**src/rtl/spi_xfer_ctrl.sv**
```systemverilog
// spi_xfer_ctrl: transfer sequencer for the spi_clgen SPI master clock generator.
// Accepts a start request, drives enable/go/last_clk, counts SCLK falling edges,
// and frames the transfer with slave-select plus busy/done/abort status.
// Optional macro SPI_CS_GUARD_EN adds guard_i and the SETUP/HOLD guard states
// around the transfer; without it SS simply follows busy.
module spi_xfer_ctrl #(
  parameter int unsigned CHAR_LEN_W = 7
`ifdef SPI_CS_GUARD_EN
  , parameter int unsigned GUARD_W = 4
`endif
) (
  input  logic                  clk_in,
  input  logic                  rst,
  input  logic                  start_i,
  input  logic                  abort_i,
  input  logic [CHAR_LEN_W-1:0] char_len_i,
`ifdef SPI_CS_GUARD_EN
  input  logic [GUARD_W-1:0]    guard_i,
`endif
  input  logic                  neg_edge_i,
  output logic                  enable_o,
  output logic                  go_o,
  output logic                  last_clk_o,
  output logic                  ss_active_o,
  output logic                  busy_o,
  output logic                  done_o,
  output logic                  aborted_o,
  output logic [CHAR_LEN_W:0]   bit_cnt_o
);

  localparam int unsigned CNT_W = CHAR_LEN_W + 1;

  typedef enum logic [1:0] {
    IDLE  = 2'd0,
    SETUP = 2'd1,
    XFER  = 2'd2,
    HOLD  = 2'd3
  } state_e;

  state_e           state_q, state_d;
  logic             go_q, go_d;
  logic             done_q, done_d;
  logic             aborted_q, aborted_d;
  logic [CNT_W-1:0] rem_q, rem_d;
  logic [CNT_W-1:0] bit_cnt_q, bit_cnt_d;
`ifdef SPI_CS_GUARD_EN
  logic [GUARD_W-1:0] guard_q, guard_d;
  logic [GUARD_W-1:0] gcnt_q, gcnt_d;
`endif

  logic start_ok;
  logic last_edge;

  // A start is accepted only in IDLE and only when no abort accompanies it.
  assign start_ok  = (state_q == IDLE) && start_i && !abort_i;
  // Falling edge that completes the final bit.
  assign last_edge = neg_edge_i && (rem_q == CNT_W'(1));

  // State and status-pulse register.
  always_ff @(posedge clk_in) begin
    if (rst) begin
      state_q   <= IDLE;
      go_q      <= 1'b0;
      done_q    <= 1'b0;
      aborted_q <= 1'b0;
    end else begin
      state_q   <= state_d;
      go_q      <= go_d;
      done_q    <= done_d;
      aborted_q <= aborted_d;
    end
  end

  // Next-state logic, including the one-cycle go/done/aborted pulses.
  always_comb begin
    state_d   = state_q;
    done_d    = 1'b0;
    aborted_d = 1'b0;
    case (state_q)
      IDLE: begin
        if (start_ok) begin
`ifdef SPI_CS_GUARD_EN
          state_d = (guard_i == '0) ? XFER : SETUP;
`else
          state_d = XFER;
`endif
        end
      end
`ifdef SPI_CS_GUARD_EN
      SETUP: begin
        if (abort_i) begin
          state_d   = IDLE;
          aborted_d = 1'b1;
        end else if (gcnt_q == GUARD_W'(1)) begin
          state_d = XFER;
        end
      end
      HOLD: begin
        if (abort_i) begin
          state_d   = IDLE;
          aborted_d = 1'b1;
        end else if (gcnt_q == GUARD_W'(1)) begin
          state_d = IDLE;
          done_d  = 1'b1;
        end
      end
`endif
      XFER: begin
        if (abort_i) begin
          state_d   = IDLE;
          aborted_d = 1'b1;
        end else if (last_edge) begin
`ifdef SPI_CS_GUARD_EN
          if (guard_q != '0) begin
            state_d = HOLD;
          end else begin
            state_d = IDLE;
            done_d  = 1'b1;
          end
`else
          state_d = IDLE;
          done_d  = 1'b1;
`endif
        end
      end
      default: state_d = IDLE;
    endcase
    go_d = (state_d == XFER) && (state_q != XFER);
  end

  // Output decode from the registered state and counters.
  always_comb begin
    enable_o    = 1'b0;
    busy_o      = 1'b0;
    ss_active_o = 1'b0;
    last_clk_o  = 1'b0;
    enable_o    = (state_q == XFER);
    busy_o      = (state_q != IDLE);
    ss_active_o = (state_q != IDLE);
    last_clk_o  = (state_q == XFER) && (rem_q == CNT_W'(1));
    go_o        = go_q;
    done_o      = done_q;
    aborted_o   = aborted_q;
    bit_cnt_o   = bit_cnt_q;
  end

  // Datapath next values: remaining bits, completed bits and guard counter.
  always_comb begin
    rem_d     = rem_q;
    bit_cnt_d = bit_cnt_q;
`ifdef SPI_CS_GUARD_EN
    guard_d   = guard_q;
    gcnt_d    = gcnt_q;
`endif
    if (start_ok) begin
      rem_d     = (char_len_i == '0) ? (CNT_W'(1) << CHAR_LEN_W) : CNT_W'(char_len_i);
      bit_cnt_d = '0;
`ifdef SPI_CS_GUARD_EN
      guard_d   = guard_i;
      gcnt_d    = guard_i;
`endif
    end else if ((state_q != IDLE) && !abort_i) begin
      if ((state_q == XFER) && neg_edge_i) begin
        rem_d     = rem_q - CNT_W'(1);
        bit_cnt_d = bit_cnt_q + CNT_W'(1);
      end
`ifdef SPI_CS_GUARD_EN
      // Guard counter reloads throughout XFER so HOLD starts from the full count.
      if (state_q == XFER) begin
        gcnt_d = guard_q;
      end else begin
        gcnt_d = gcnt_q - GUARD_W'(1);
      end
`endif
    end
  end

  // Datapath register.
  always_ff @(posedge clk_in) begin
    if (rst) begin
      rem_q     <= '0;
      bit_cnt_q <= '0;
`ifdef SPI_CS_GUARD_EN
      guard_q   <= '0;
      gcnt_q    <= '0;
`endif
    end else begin
      rem_q     <= rem_d;
      bit_cnt_q <= bit_cnt_d;
`ifdef SPI_CS_GUARD_EN
      guard_q   <= guard_d;
      gcnt_q    <= gcnt_d;
`endif
    end
  end

endmodule

```
**config.mk**
```make
export PLATFORM = sky130hd
export DESIGN_NAME = spi_xfer_ctrl
export DESIGN_NICKNAME = d
export VERILOG_FILES = /design/src/rtl/spi_xfer_ctrl.sv
export SDC_FILE = /design/constraint.sdc
export NUM_CORES = 1
export LEC_CHECK = 0
export ABC_AREA = 1
export BUFFER_PORTS_ARGS = -buffer_cell sky130_fd_sc_hd__buf_2
export CORE_UTILIZATION = 44
export DETAILED_ROUTE_END_ITERATION = 7
export PLACE_DENSITY = 0.68
export SYNTH_ARGS = -nofsm -noshare
export SYNTH_HDL_FRONTEND = slang
export SYNTH_SLANG_ARGS = --single-unit
```
**constraint.sdc**
```tcl
create_clock -name clk_in -period 1.3 [get_ports clk_in]
set_input_delay 0.195 -clock clk_in [delete_from_list [all_inputs] [get_ports clk_in]]
set_output_delay 0.195 -clock clk_in [all_outputs]
set_load 0.005 [all_outputs]
```
==> out/summary.txt <==
outcome: complete, but fails checks
violated checks: setup timing
CTS Buf Count: 3
Tcrit/Tclk final: 1.091
hold depth: 4
input/output buffers: 26
Total Routing Usage GR: 0.1885
RSZ-0062 raised after global routing: true
CTS tree: yes
cell taking the most area after synthesis: dfxtp_1
CTS Root Cell: clkbuf_4
EDFF count, synth: 0
nets@finish: 260
final setup fails: 1
fin util: 0.6005
sequential cell area fraction in the yosys report: 0.3323
FP Rows: 19
max-slew violations: 0
WL/cell: 10.24 um
vias in the first global route: 1,078
HP Start: abort_i
first-pass GRT wire length: 4.636 mm
DRT Pass-1 Iters: 4
CTS clk-pin slew, worst paths: 130 ps
critical path fanouts, max: 3
Worst VDD drop: 0.0005135 V
Post-Place Setup Slack: 39.86 ps
Avg Cell Area, Syn: 6.357 sq um
Starting Density: 0.4627
hold-fix buffer count after cts: 0
CP Launch Type: flop
post-synth cell types: 24
share of post-route cells with drive strength above 1: 0.3197
FF-to-FF setup slack: 60 ps
Synthesis Warnings: 0
most frequent cells in the layout: nand2_1 (62), inv_1 (27), buf_2 (26), buf_4 (19), nor2_1 (18)
RePlAce Congestion: 0.8357
FF-to-FF path depth: 7
worst r2r src: state_q[1]$_SDFF_PP0_
main flop type after synthesis: dfxtp_1
Yosys reg bits: 21
grt ovf: 0
max-cap violations: 0
Critical Path RT: 1110 ps
Syn Nets: 214
DRC violations left: 0
synthesized area: 1265 sq um
Min-Delay Endpoint: state_q[1]$_SDFF_PP0_
WHS: 133.1 ps
final worst slack: -117.9 ps
Final min period: 1418 ps
Async SR Flop Fraction: 0
number of diodes: 0
total I/O pin count: 27
HP Class: input pin to flop
top cell type's share of synthesized area: 0.3323
initial antenna violation count: 0
total number of vias: 1,315
P_leak: 0.8324 nW
Worst Clk Skew: 9.748 ps
die width: 55.62 um
drt total wl: 2.817 mm
reg2reg end: rem_q[3]$_SDFFE_PP0P_
Tot Pwr: 1.216 mW
hpwl dp: 2.134 mm
Clock Latency Late Sink: 320 ps
Cell Pwr Density: 740.8 nW/um^2
clk sinks: 21
maximum clock frequency: 705.3 MHz
Post-Synthesis Cells: 199
critical path type: flop to output port
critical path endpoint category: output port
die area: 3094 sq um
H-tree lvl count: 1
Core ar.: 2734 sq um
Detail Route Antenna Nets: 0
DR iter-0 viols: 47
CP Data Arrival Time: 1220 ps
Clock Path Buffers: 2
commonest non-fill, non-tap cell in the layout: nand2_1
die span in y: 55.62 um
largest net degree at the start of global routing: 13
final-report hold violation count: 0
Vias/cell: 4.782
top cells by area, synth: dfxtp_1 (33%), nand2_1 (18%), inv_1 (9.2%)
Area growth, synth to finish: 29.77%
-- worst max-delay path: stages (launching register included) --
cell     delay, ps
dfxtp_2        350
inv_2           70
nand2_1         70
nor2_2         140
nand3_2         80
nor2_1          90
buf_2          110
-- per-layer routing --
metal / track usage / vias up / wire, um
li1: - / 702 / -
met1: 0.2544 / 581 / 1310
met2: 0.3029 / 28 / 1382
met3: 0.02791 / 4 / 93
met4: 0.07500 / 0 / 30
met5: 0 / - / 0
-- through the flow --
| step | TNS, ps | cells | area [sq um] |
|---|---|---|---|
| after global placement | 0 | 266 | 1501 |
| after CTS | -144.1 | 275 | 1598 |
| final | -117.9 | 275 | 1642 |
| after detailed placement | 0 | 266 | 1501 |
| after floorplan | 0 | 199 | 1265 |
| after global routing | -279.9 | 275 | 1642 |
-- registers in the layout, indices dropped and copies added, names as in the netlist --
name / cells
bit_cnt_o: 8
rem_q: 8
aborted_o: 1
done_o: 1
go_o: 1
state_q: 2
-- cells in the mapped netlist (2+ instances only) --
cell type   n
nand2_1    62
inv_1      31
nor2_1     22
dfxtp_1    21
nand3_1    16
a21oi_1    10
nand4_1     5
o21ai_0     5
a21oi_2     3
buf_6       3
ha_1        3
nor3_1      3
xor2_1      3
inv_2       2
-- cell families (layout without fill, tap and decap cells) --
kind of cell / count (synthesis) / in the layout / share of synthesized area
other: 1 / 1 / 0.002965
xor gates and xnor gates: 3 / 3 / 0.02078
DFF: 21 / 21 / 0.3323
AOI/OAI and AO/OA: 18 / 18 / 0.08012
and+or+nand+nor: 114 / 114 / 0.3966
adders and majority gates: 3 / 3 / 0.02968
buffers and inverters: 39 / 84 / 0.1375
-- final cells by class --
type,instances,area (sq um)
Sequential cell,21,431.7
Inverter,34,131.4
Clock inverter,1,5.005
Multi-Input combinational cell,139,728.2
Clock buffer,3,22.52
Fill cell,270,1092
Timing Repair Buffer,46,284.0
Tap cell,31,38.79
-- what timing repair did --
action | in CTS | in global routing
buffers inserted | 5 | 1
gates resized for setup | 13 | 14
endpoints found under the setup margin | 1 | 14
pin swaps | 2 | 8
-- how the worst max path moves through the flow --
stage	startpoint	to	slack, ps
floorplan	rem_q[0]$_SDFFE_PP0P_	rem_q[4]$_SDFFE_PP0P_	90
global placement	state_q[1]$_SDFF_PP0_	rem_q[3]$_SDFFE_PP0P_	70
detailed placement	state_q[0]$_SDFF_PP0_	rem_q[7]$_SDFFE_PP0P_	40
CTS	rem_q[1]$_SDFFE_PP0P_	last_clk_o	-140
global route	rem_q[3]$_SDFFE_PP0P_	last_clk_o	-190
finish	rem_q[3]$_SDFFE_PP0P_	last_clk_o	-120
-- power breakdown --
| part | total [mW] | internal [mW] | switching, mW | leakage (nW) |
|---|---|---|---|---|
| clock network | 0.331 | 0.115 | 0.216 | 0.0177 |
| logic | 0.212 | 0.0944 | 0.118 | 0.641 |
| registers | 0.672 | 0.658 | 0.0149 | 0.173 |
| total | 1.22 | 0.867 | 0.349 | 0.832 |
No activity file was read; power rests on OpenSTA's default activity.
